[src/rtl/alu_32_arbiter_if.sv]
// alu_32_arbiter_if
//   Bundles the requester handshakes, the shared response bus and the ALU
//   pin group of the alu_32 arbiter/sequencer.
//   slave  : arbiter view (consumes requests, drives responses and ALU pins)
//   master : environment view (requesters plus the alu_32 unit)
//   Signals:
//     req0/1_valid, req0/1_op1, req0/1_op2, req0/1_control  request inputs
//     req0/1_ready                                          request accept
//     rsp0/1_valid, rsp0/1_ready                            response handshake
//     rsp_result, rsp_extra, rsp_error                      shared response data
//     busy                                                  arbiter not idle
//     alu_op1, alu_op2, alu_control, alu_enable, alu_reset  ALU drive
//     alu_result, alu_extra, alu_done                       ALU outputs
interface alu_32_arbiter_if;
    logic        req0_valid;
    logic        req1_valid;
    logic        req0_ready;
    logic        req1_ready;
    logic [31:0] req0_op1;
    logic [31:0] req0_op2;
    logic [31:0] req1_op1;
    logic [31:0] req1_op2;
    logic [1:0]  req0_control;
    logic [1:0]  req1_control;
    logic        rsp0_valid;
    logic        rsp1_valid;
    logic        rsp0_ready;
    logic        rsp1_ready;
    logic [31:0] rsp_result;
    logic [31:0] rsp_extra;
    logic        rsp_error;
    logic        busy;
    logic [31:0] alu_op1;
    logic [31:0] alu_op2;
    logic [1:0]  alu_control;
    logic        alu_enable;
    logic        alu_reset;
    logic [31:0] alu_result;
    logic [31:0] alu_extra;
    logic        alu_done;

    modport slave (
        input  req0_valid, req1_valid, req0_op1, req0_op2, req1_op1, req1_op2,
        input  req0_control, req1_control, rsp0_ready, rsp1_ready,
        input  alu_result, alu_extra, alu_done,
        output req0_ready, req1_ready, rsp0_valid, rsp1_valid,
        output rsp_result, rsp_extra, rsp_error, busy,
        output alu_op1, alu_op2, alu_control, alu_enable, alu_reset
    );

    modport master (
        output req0_valid, req1_valid, req0_op1, req0_op2, req1_op1, req1_op2,
        output req0_control, req1_control, rsp0_ready, rsp1_ready,
        output alu_result, alu_extra, alu_done,
        input  req0_ready, req1_ready, rsp0_valid, rsp1_valid,
        input  rsp_result, rsp_extra, rsp_error, busy,
        input  alu_op1, alu_op2, alu_control, alu_enable, alu_reset
    );
endinterface

[src/rtl/alu_32_arbiter.sv]
// alu_32_arbiter
//   Two-port round-robin arbiter and sequencer for the shared multi-cycle
//   alu_32 unit. Accepts one request at a time, starts the ALU, waits for
//   done (bounded by a watchdog) and returns the result to the originating
//   port over a valid/ready handshake.
//   Ports:
//     clock  system clock, rising edge
//     reset  asynchronous, active-low
//     bus    alu_32_arbiter_if.slave (requests, responses, ALU pins)
//   Parameter:
//     TIMEOUT_CYCLES  WAIT cycles before an error response is forced (1..65535)
module alu_32_arbiter #(
    parameter int unsigned TIMEOUT_CYCLES = 255
) (
    input  logic              clock,
    input  logic              reset,
    alu_32_arbiter_if.slave   bus
);

    typedef enum logic [1:0] {IDLE, START, WAIT, RESP} state_t;

    localparam logic [15:0] WD_LAST = 16'(TIMEOUT_CYCLES - 1);

    state_t      state;
    logic        last_grant;
    logic        port_id;
    logic [15:0] wd_cnt;
    logic        grant0;
    logic        grant1;
    logic        rsp_take;

    logic [31:0] op1_r;
    logic [31:0] op2_r;
    logic [1:0]  ctrl_r;
    logic        enable_r;
    logic        start_r;
    logic        busy_r;
    logic        rsp0_v;
    logic        rsp1_v;
    logic [31:0] result_r;
    logic [31:0] extra_r;
    logic        error_r;

    // On a tie the port that was not served last wins.
    always_comb begin
        grant0   = bus.req0_valid && (!bus.req1_valid || last_grant);
        grant1   = bus.req1_valid && (!bus.req0_valid || !last_grant);
        rsp_take = port_id ? bus.rsp1_ready : bus.rsp0_ready;
    end

    // Ready is gated by reset so nothing looks accepted while reset is held.
    assign bus.req0_ready = reset && (state == IDLE) && grant0;
    assign bus.req1_ready = reset && (state == IDLE) && grant1;

    assign bus.alu_op1     = op1_r;
    assign bus.alu_op2     = op2_r;
    assign bus.alu_control = ctrl_r;
    assign bus.alu_enable  = enable_r;
    assign bus.alu_reset   = start_r;
    assign bus.busy        = busy_r;
    assign bus.rsp0_valid  = rsp0_v;
    assign bus.rsp1_valid  = rsp1_v;
    assign bus.rsp_result  = result_r;
    assign bus.rsp_extra   = extra_r;
    assign bus.rsp_error   = error_r;

    always_ff @(posedge clock or negedge reset) begin
        if (!reset) begin
            state      <= IDLE;
            last_grant <= 1'b1;
            port_id    <= 1'b0;
            wd_cnt     <= '0;
            op1_r      <= '0;
            op2_r      <= '0;
            ctrl_r     <= '0;
            enable_r   <= 1'b0;
            start_r    <= 1'b0;
            busy_r     <= 1'b0;
            rsp0_v     <= 1'b0;
            rsp1_v     <= 1'b0;
            result_r   <= '0;
            extra_r    <= '0;
            error_r    <= 1'b0;
        end else begin
            case (state)
                IDLE: begin
                    if (grant0 || grant1) begin
                        op1_r      <= grant1 ? bus.req1_op1 : bus.req0_op1;
                        op2_r      <= grant1 ? bus.req1_op2 : bus.req0_op2;
                        ctrl_r     <= grant1 ? bus.req1_control : bus.req0_control;
                        port_id    <= grant1;
                        last_grant <= grant1;
                        start_r    <= 1'b1;
                        enable_r   <= 1'b1;
                        busy_r     <= 1'b1;
                        state      <= START;
                    end
                end
                START: begin
                    start_r <= 1'b0;
                    wd_cnt  <= '0;
                    state   <= WAIT;
                end
                WAIT: begin
                    // Done is checked first so it wins over a same-cycle timeout.
                    if (bus.alu_done) begin
                        result_r <= bus.alu_result;
                        extra_r  <= bus.alu_extra;
                        error_r  <= 1'b0;
                        enable_r <= 1'b0;
                        rsp0_v   <= !port_id;
                        rsp1_v   <= port_id;
                        state    <= RESP;
                    end else if (wd_cnt == WD_LAST) begin
                        result_r <= '0;
                        extra_r  <= '0;
                        error_r  <= 1'b1;
                        enable_r <= 1'b0;
                        rsp0_v   <= !port_id;
                        rsp1_v   <= port_id;
                        state    <= RESP;
                    end else begin
                        wd_cnt <= wd_cnt + 16'd1;
                    end
                end
                RESP: begin
                    if (rsp_take) begin
                        rsp0_v <= 1'b0;
                        rsp1_v <= 1'b0;
                        busy_r <= 1'b0;
                        state  <= IDLE;
                    end
                end
                default: state <= IDLE;
            endcase
        end
    end

endmodule
[src/flat_wrapper.sv]
// flat-port wrapper written by rule: the top's interface ports become plain ports
module alu_32_arbiter_flat 
#(
    parameter int unsigned TIMEOUT_CYCLES = 255
)
  (clock, reset, bus_req0_valid, bus_req1_valid, bus_req0_op1, bus_req0_op2, bus_req1_op1, bus_req1_op2, bus_req0_control, bus_req1_control, bus_rsp0_ready, bus_rsp1_ready, bus_alu_result, bus_alu_extra, bus_alu_done, bus_req0_ready, bus_req1_ready, bus_rsp0_valid, bus_rsp1_valid, bus_rsp_result, bus_rsp_extra, bus_rsp_error, bus_busy, bus_alu_op1, bus_alu_op2, bus_alu_control, bus_alu_enable, bus_alu_reset);
  alu_32_arbiter_if bus_i ();
  input  logic clock;
  input  logic reset;
  input wire logic [$bits(bus_i.req0_valid)-1:0] bus_req0_valid;
  input wire logic [$bits(bus_i.req1_valid)-1:0] bus_req1_valid;
  input wire logic [$bits(bus_i.req0_op1)-1:0] bus_req0_op1;
  input wire logic [$bits(bus_i.req0_op2)-1:0] bus_req0_op2;
  input wire logic [$bits(bus_i.req1_op1)-1:0] bus_req1_op1;
  input wire logic [$bits(bus_i.req1_op2)-1:0] bus_req1_op2;
  input wire logic [$bits(bus_i.req0_control)-1:0] bus_req0_control;
  input wire logic [$bits(bus_i.req1_control)-1:0] bus_req1_control;
  input wire logic [$bits(bus_i.rsp0_ready)-1:0] bus_rsp0_ready;
  input wire logic [$bits(bus_i.rsp1_ready)-1:0] bus_rsp1_ready;
  input wire logic [$bits(bus_i.alu_result)-1:0] bus_alu_result;
  input wire logic [$bits(bus_i.alu_extra)-1:0] bus_alu_extra;
  input wire logic [$bits(bus_i.alu_done)-1:0] bus_alu_done;
  output wire logic [$bits(bus_i.req0_ready)-1:0] bus_req0_ready;
  output wire logic [$bits(bus_i.req1_ready)-1:0] bus_req1_ready;
  output wire logic [$bits(bus_i.rsp0_valid)-1:0] bus_rsp0_valid;
  output wire logic [$bits(bus_i.rsp1_valid)-1:0] bus_rsp1_valid;
  output wire logic [$bits(bus_i.rsp_result)-1:0] bus_rsp_result;
  output wire logic [$bits(bus_i.rsp_extra)-1:0] bus_rsp_extra;
  output wire logic [$bits(bus_i.rsp_error)-1:0] bus_rsp_error;
  output wire logic [$bits(bus_i.busy)-1:0] bus_busy;
  output wire logic [$bits(bus_i.alu_op1)-1:0] bus_alu_op1;
  output wire logic [$bits(bus_i.alu_op2)-1:0] bus_alu_op2;
  output wire logic [$bits(bus_i.alu_control)-1:0] bus_alu_control;
  output wire logic [$bits(bus_i.alu_enable)-1:0] bus_alu_enable;
  output wire logic [$bits(bus_i.alu_reset)-1:0] bus_alu_reset;
  assign bus_i.req0_valid = bus_req0_valid;
  assign bus_i.req1_valid = bus_req1_valid;
  assign bus_i.req0_op1 = bus_req0_op1;
  assign bus_i.req0_op2 = bus_req0_op2;
  assign bus_i.req1_op1 = bus_req1_op1;
  assign bus_i.req1_op2 = bus_req1_op2;
  assign bus_i.req0_control = bus_req0_control;
  assign bus_i.req1_control = bus_req1_control;
  assign bus_i.rsp0_ready = bus_rsp0_ready;
  assign bus_i.rsp1_ready = bus_rsp1_ready;
  assign bus_i.alu_result = bus_alu_result;
  assign bus_i.alu_extra = bus_alu_extra;
  assign bus_i.alu_done = bus_alu_done;
  assign bus_req0_ready = bus_i.req0_ready;
  assign bus_req1_ready = bus_i.req1_ready;
  assign bus_rsp0_valid = bus_i.rsp0_valid;
  assign bus_rsp1_valid = bus_i.rsp1_valid;
  assign bus_rsp_result = bus_i.rsp_result;
  assign bus_rsp_extra = bus_i.rsp_extra;
  assign bus_rsp_error = bus_i.rsp_error;
  assign bus_busy = bus_i.busy;
  assign bus_alu_op1 = bus_i.alu_op1;
  assign bus_alu_op2 = bus_i.alu_op2;
  assign bus_alu_control = bus_i.alu_control;
  assign bus_alu_enable = bus_i.alu_enable;
  assign bus_alu_reset = bus_i.alu_reset;
  alu_32_arbiter #(.TIMEOUT_CYCLES(TIMEOUT_CYCLES)) u_core (.clock(clock), .reset(reset), .bus(bus_i));
endmodule
[config.mk]
export PLATFORM = sky130hd
export DESIGN_NAME = alu_32_arbiter_flat
export DESIGN_NICKNAME = d
export VERILOG_FILES = /design/src/rtl/alu_32_arbiter_if.sv /design/src/rtl/alu_32_arbiter.sv /design/src/flat_wrapper.sv
export SDC_FILE = /design/constraint.sdc
export NUM_CORES = 1
export LEC_CHECK = 0
export ABC_AREA = 0
export ABC_CLOCK_PERIOD_IN_PS = 3800
export BUFFER_PORTS_ARGS = -buffer_cell sky130_fd_sc_hd__clkbuf_2
export CAP_MARGIN = 5
export CELL_PAD_IN_SITES_DETAIL_PLACEMENT = 1
export CELL_PAD_IN_SITES_GLOBAL_PLACEMENT = 2
export CORE_ASPECT_RATIO = 0.6
export CORE_MARGIN = 10
export CORE_UTILIZATION = 29
export DETAILED_ROUTE_END_ITERATION = 10
export PLACE_DENSITY_LB_ADDON = 0.15
export SLEW_MARGIN = 20
export SYNTH_ARGS = -nofsm -noshare
export SYNTH_HDL_FRONTEND = slang
export SYNTH_SLANG_ARGS = --single-unit
[constraint.sdc]
create_clock -name clock -period 3.8 [get_ports clock]
set_input_delay 0.38 -clock clock [delete_from_list [all_inputs] [get_ports clock]]
set_output_delay 0.38 -clock clock [all_outputs]
set_load 0.005 [all_outputs]
### Yosys cells after proc, flatten, opt, wreduce, memory -nomap -nowiden

Index checks and enable logic that the tools add are counted.

| word-level totals | value |
|---|---|
| bits in latches | 0 |
| RAM bits | 0 |
| logic and storage cells | 82 |
| flip-flop bits (word level) | 156 |
| memory bits (read-only) | 0 |
| output and inout port bits | 138 |
| input bits | 203 |
| memories kept | 0 |

| cells by class | value |
|---|---|
| multiply operators | 0 |
| bitwise gates (word level) | 0 |
| add/sub/neg operators | 1 |
| mux-type cells | 30 |
| order comparisons | 0 |
| equal/unequal tests | 9 |
| shifts and indexed selects | 0 |
| div/mod/pow operators | 0 |
| reductions and logical operators | 27 |

Operators by type and width:

| cell | count |
|---|---|
| $mux W32 | 5 |
| $mux W16 | 2 |
| $pmux W16 S2 | 1 |
| $add A16 B1 Y16 const B | 1 |
| $eq A16 B8 Y1 const B | 1 |
| $reduce_and A3 Y1 | 5 |
| $reduce_bool A2 Y1 | 6 |
| $mux W1 | 11 |
| $mux W2 | 5 |
| $pmux W1 S2 | 5 |
| $pmux W2 S4 | 1 |
| $ne A2 B2 Y1 const B | 3 |
| $reduce_and A2 Y1 | 3 |
| $logic_and A1 B1 Y1 | 5 |
| $eq A2 B2 Y1 const B | 2 |
| $logic_not A1 Y1 | 4 |
| $logic_or A1 B1 Y1 | 3 |
| $ne A3 B2 Y1 const B | 1 |
| $eq A2 B1 Y1 const B | 1 |
| $logic_not A2 Y1 | 1 |
| $ne A2 B1 Y1 const B | 1 |

### Longest topological paths before layout

| logic depth | value |
|---|---|
| depth in word-level cells | 6 |
| mapped depth | 9 |
| gate-level depth less buffers | 7 |

### Worst setup path after synthesis

OpenSTA, ideal clock, no wires.

| path | value |
|---|---|
| path type | flip-flop to flip-flop |
| start point | register u_core.wd_cnt[12] |
| end point | register u_core.extra_r[0] (netlist: u_core.bus.rsp_extra[0]) |
| library setup time | 0.121 ns |
| buffers on the path | 2 |
| period minus slack after synthesis | 2.062 ns |
| data arrival time | 1.941 ns |
| data required time | 3.679 ns |
| cell stages (with the launch flop) | 7 |
| setup slack | 1.738 ns |
| cell sequence | dfrtp_1 > or4_4 > nor4_4 > o21ai_1 > buf_2 > buf_6 > a22o_1 |

| on the way | value |
|---|---|
| cells in the longest elaborated chain, start to end | 3 |

Ends and longest elaborated chain:

| element | RTL line | RTL |
|---|---|---|
| from (decl) | alu_32_arbiter.sv:27 | `logic [15:0] wd_cnt;` |
| from (signal assigned) | alu_32_arbiter.sv:123 | `wd_cnt <= wd_cnt + 16'd1;` |
| $eq A16 B8 Y1 | alu_32_arbiter.sv:114 | `end else if (wd_cnt == WD_LAST) begin` |
| $reduce_bool A2 Y1 (no source line) | n/a |  |
| $reduce_and A2 Y1 (no source line) | n/a |  |
| to (signal assigned) | alu_32_arbiter.sv:108 | `extra_r <= bus.alu_extra;` |
| to (decl) | alu_32_arbiter.sv:41 | `logic [31:0] extra_r;` |

Every way passes these cells.
A chain may end at the register's enable or synchronous reset.

### Worst setup path in the final report

| path | value |
|---|---|
| start point | register u_core.state[0] |
| end point | register u_core.result_r[29] (netlist: u_core.bus.rsp_result[29]) |

| on the way | value |
|---|---|
| cells in the longest elaborated chain, start to end | 2 |

Ends and longest elaborated chain:

| element | RTL line | RTL |
|---|---|---|
| from (decl) | alu_32_arbiter.sv:24 | `state_t state;` |
| from (signal assigned) | alu_32_arbiter.sv:69 | `state <= IDLE;` |
| from (signal assigned) | alu_32_arbiter.sv:96 | `state <= START;` |
| from (signal assigned) | alu_32_arbiter.sv:102 | `state <= WAIT;` |
| $eq A2 B2 Y1 | alu_32_arbiter.sv:85 | `case (state)` |
| $reduce_and A2 Y1 (no source line) | n/a |  |
| to (signal assigned) | alu_32_arbiter.sv:107 | `result_r <= bus.alu_result;` |
| to (decl) | alu_32_arbiter.sv:40 | `logic [31:0] result_r;` |

Every way passes these cells.

==> summary.log <==
INFO  outcome        outcome=complete, no violations
INFO  timing         clock_skew=0.0116ns
INFO  floorplan      coreArea=23000um2
INFO  grt            grt_first_pass_wirelength=40000um
INFO  routing        postRouteWirelength=25800um
INFO  yosys          post_synth_inst_count=584
INFO  final_layout   postLayoutCoreUtil=40.8%
INFO  yosys          postSynthAreaPerCell=11.5um2
INFO  place          finalWeightedCongestion=0.835
INFO  critical_path  critPathLaunchType=flip-flop
INFO  clocking       clock_pin_slew_of_the_registers_on_the_worst_case_setup_and_hold_paths=0.07ns
INFO  routing        avgViaCountPerCell=4.76
INFO  grt            overall_track_demand_over_capacity_in_global_routing=16.9%
INFO  critical_path  timing.critical_path.fanout_max=34
INFO  yosys          synthMostInstantiatedCell=sky130_fd_sc_hd__dfrtp_1
INFO  floorplan      floorplan.die.height=138um
INFO  clocking       cts.htree.levels=4
INFO  min_path       timing.hold.worst.class=in2reg
INFO  place          post-place-ws=1.14ns
INFO  clocking       cts_tree=yes
INFO  critical_path  endpoint_kind=flip-flop
INFO  routing        avgRoutedWirePerCell=20.9um
INFO  power_and_ir_drop cellLeakagePower=4.94nW
INFO  grt            gr-total-overflow=0
INFO  place          place_hpwl=20400um
INFO  final_layout   synthToLayoutAreaGrowth=38.9%
INFO  clocking       cts_resized=0
INFO  floorplan      floorplan.initialDensity=29.4%
INFO  routing        drc_violation_total_after_the_first_tritonroute_iteration=338
INFO  critical_path  critical_path_type=reg2reg
INFO  clocking       cts-hold-fix-buffers=1
INFO  yosys          synthTopCellsByCount=155 x sky130_fd_sc_hd__dfrtp_1, 80 x sky130_fd_sc_hd__nand2_1, 75 x sky130_fd_sc_hd__o21ai_0, 72 x sky130_fd_sc_hd__a22o_1, 69 x sky130_fd_sc_hd__mux2i_1
INFO  clocking       post-cts-setup-buffer-count=0
INFO  place          buffer_ports.inserted=340
INFO  clocking       clock_insertion_delay_worst_skew=0.44ns
INFO  timing         max_slew_margin=45.9%
INFO  critical_path  cp.required=4.16ns
INFO  floorplan      floorplan.die_area=30000um2
INFO  timing         whs=0.169ns
INFO  yosys          sequential_fraction_of_the_synthesis_area=57.9%
INFO  yosys          postSynth.topFlopCell=sky130_fd_sc_hd__dfrtp_1
INFO  floorplan      top_level_ports=341
INFO  floorplan      rows=43
INFO  yosys          netlist_top_cells_area=sky130_fd_sc_hd__dfrtp_1 58%, sky130_fd_sc_hd__mux2i_1 10%, sky130_fd_sc_hd__a22o_1 9.4%, sky130_fd_sc_hd__o21ai_0 5.6%, sky130_fd_sc_hd__nand2_1 4.5%
INFO  routing        remaining_drc_errors=0
INFO  place          dp.cells=1206
INFO  grt            grt_antenna_before_repair=0
INFO  yosys          synth-edff-count=0
INFO  yosys          synth_seq_cells=156
INFO  power_and_ir_drop irDropWorstVdd=0.310mV
INFO  yosys          count_of_different_cell_masters_after_synthesis=43
INFO  yosys          mappedNetlistNets=794
INFO  final_layout   final_std_cells_w_o_fill=1239
INFO  critical_path  worstPathArrival=3.02ns
INFO  yosys          synth_cell_area=6740um2
INFO  floorplan      die_width=217um
INFO  timing         finalCritPeriodShare=70.0%
INFO  clocking       ctsRootBufferMaster=sky130_fd_sc_hd__clkbuf_16
INFO  timing         final-setup-viol-count=0
INFO  timing         rsz0062_at_grt=no
INFO  timing         clock.fmax=0.376GHz
INFO  final_layout   post_route_cells_drive_above_1_share=41.8%
INFO  routing        vias=5900
INFO  grt            grt_max_degree=82
INFO  clocking       clock_path_buffers=2
INFO  timing         fin_ws=1.14ns
INFO  timing         final_number_of_max_transition_violations=0
INFO  yosys          post-synth-top-area-fraction=57.5%
INFO  job            max-cap-violations=0
INFO  routing        drtPass1Iterations=4
INFO  final_layout   antenna_cell_count=0
INFO  routing        drtAntennaViolNets=0
INFO  power_and_ir_drop power_per_cell_area=771nW/um2
INFO  timing         fin_setup_tns=0ns
INFO  timing         final_hold_viols=0
INFO  grt            number_of_global_route_vias_before_repair=6484
INFO  clocking       clkSinkCount=156
INFO  timing         layout_min_cycle_time=2.66ns
INFO  yosys          yosysTopAreaCell=sky130_fd_sc_hd__dfrtp_1
INFO  clocking       cts-buffers-inserted=17
INFO  yosys          synth-async-reset-ratio=100%
INFO  yosys          yosysWarningCount=0
INFO  final_layout   nets=1122
INFO  timing         worst_pin_slew=0.811ns
==> path summary, 6_finish.rpt <==
check                                       start                   endpoint  slack, ns  depth (start not counted)
setup reg to reg                  u_core.state[0]  u_core.bus.rsp_result[29]       1.14                          5
max in group asynchronous                   reset   u_core.bus.rsp_extra[15]       2.21                          3
hold / removal                 bus_alu_result[25]  u_core.bus.rsp_result[25]       0.17                          2
setup / recovery                  u_core.state[0]  u_core.bus.rsp_result[29]       1.14                          5
min in group asynchronous                   reset     u_core.bus.alu_op1[10]       0.43                          2
hold reg to reg            u_core.bus.alu_op2[19]     u_core.bus.alu_op2[19]       0.48                          2
==> layout make-up <==
cell class              count  area [um2]
inverters                   8        30.0
clock buffers              20         457
fillers                  2676       13600
multi-input cells         380        2640
flip-flops and latches    156        3910
well taps                 315         394
clock inverters            11         134
repair buffers            349        1810
==> critical path, cell delays in order, from the launching register on <==
cell and delay (ns):
sky130_fd_sc_hd__dfrtp_1 0.42, sky130_fd_sc_hd__inv_1 0.13, sky130_fd_sc_hd__ha_1 0.63, sky130_fd_sc_hd__and2_2 0.71
sky130_fd_sc_hd__buf_4 0.47, sky130_fd_sc_hd__a22o_1 0.22
==> through the flow <==
stage	total power, mW	instance area (um2)
3_5_place_dp	5.56	8740
3_3_place_gp	5.43	8740
4_1_cts	7.34	9340
6_report	7.22	9370
2_1_floorplan	4.11	6740
5_1_grt	7.78	9370
==> power breakdown <==
part / internal, mW / total, mW / switching, mW
clock: 1.01 / 1.74 / 0.727
sequential: 2.39 / 2.84 / 0.442
combinational: 1.19 / 2.65 / 1.46
total: 4.59 / 7.22 / 2.63
==> routing by layer <==
layer | track usage [%] | share of wire (%)
met1 | 21.8 | 45
met2 | 25.7 | 45
met3 | 6.88 | 8.8
met4 | 4.69 | 1.6
met5 | 0 | 0
==> state kept, by name, indices dropped and copies added, names as in the netlist <==
signal                  count
u_core.bus.rsp_error        1
u_core.bus.alu_control      2
u_core.bus.alu_enable       1
u_core.last_grant           1
u_core.bus.rsp_result      32
u_core.bus.alu_op1         32
u_core.port_id              1
u_core.bus.alu_reset        1
u_core.bus.rsp_extra       32
u_core.bus.rsp1_valid       1
u_core.bus.alu_op2         32
u_core.bus.rsp0_valid       1
u_core.wd_cnt              16
u_core.bus.busy             1
u_core.state                2
==> cell usage in the layout (no fill, tap or decap), drive strengths merged, types with 5 or more instances in the layout <==
cell type  instances
clkbuf           359
a22o              72
nand3              8
nor2               7
ha                 7
o21ai             77
xnor2              5
buf                9
mux2i             69
nand4              5
a21oi              5
inv               12
nand2             80
dfrtp            155
==> kinds of logic after synthesis <==
| group | after synthesis | synth area share (%) |
|---|---|---|
| AO/OA/AOI/OAI | 167 | 16.9 |
| flip-flops | 156 | 57.9 |
| AND/OR/NAND/NOR | 128 | 8.92 |
| multiplexers | 70 | 10.4 |
| buffers and inverters | 48 | 3.51 |
| XOR/XNOR | 8 | 1.04 |
| adder cells (fa/ha/maj) | 7 | 1.30 |
Power figures use the tool's default switching activity.
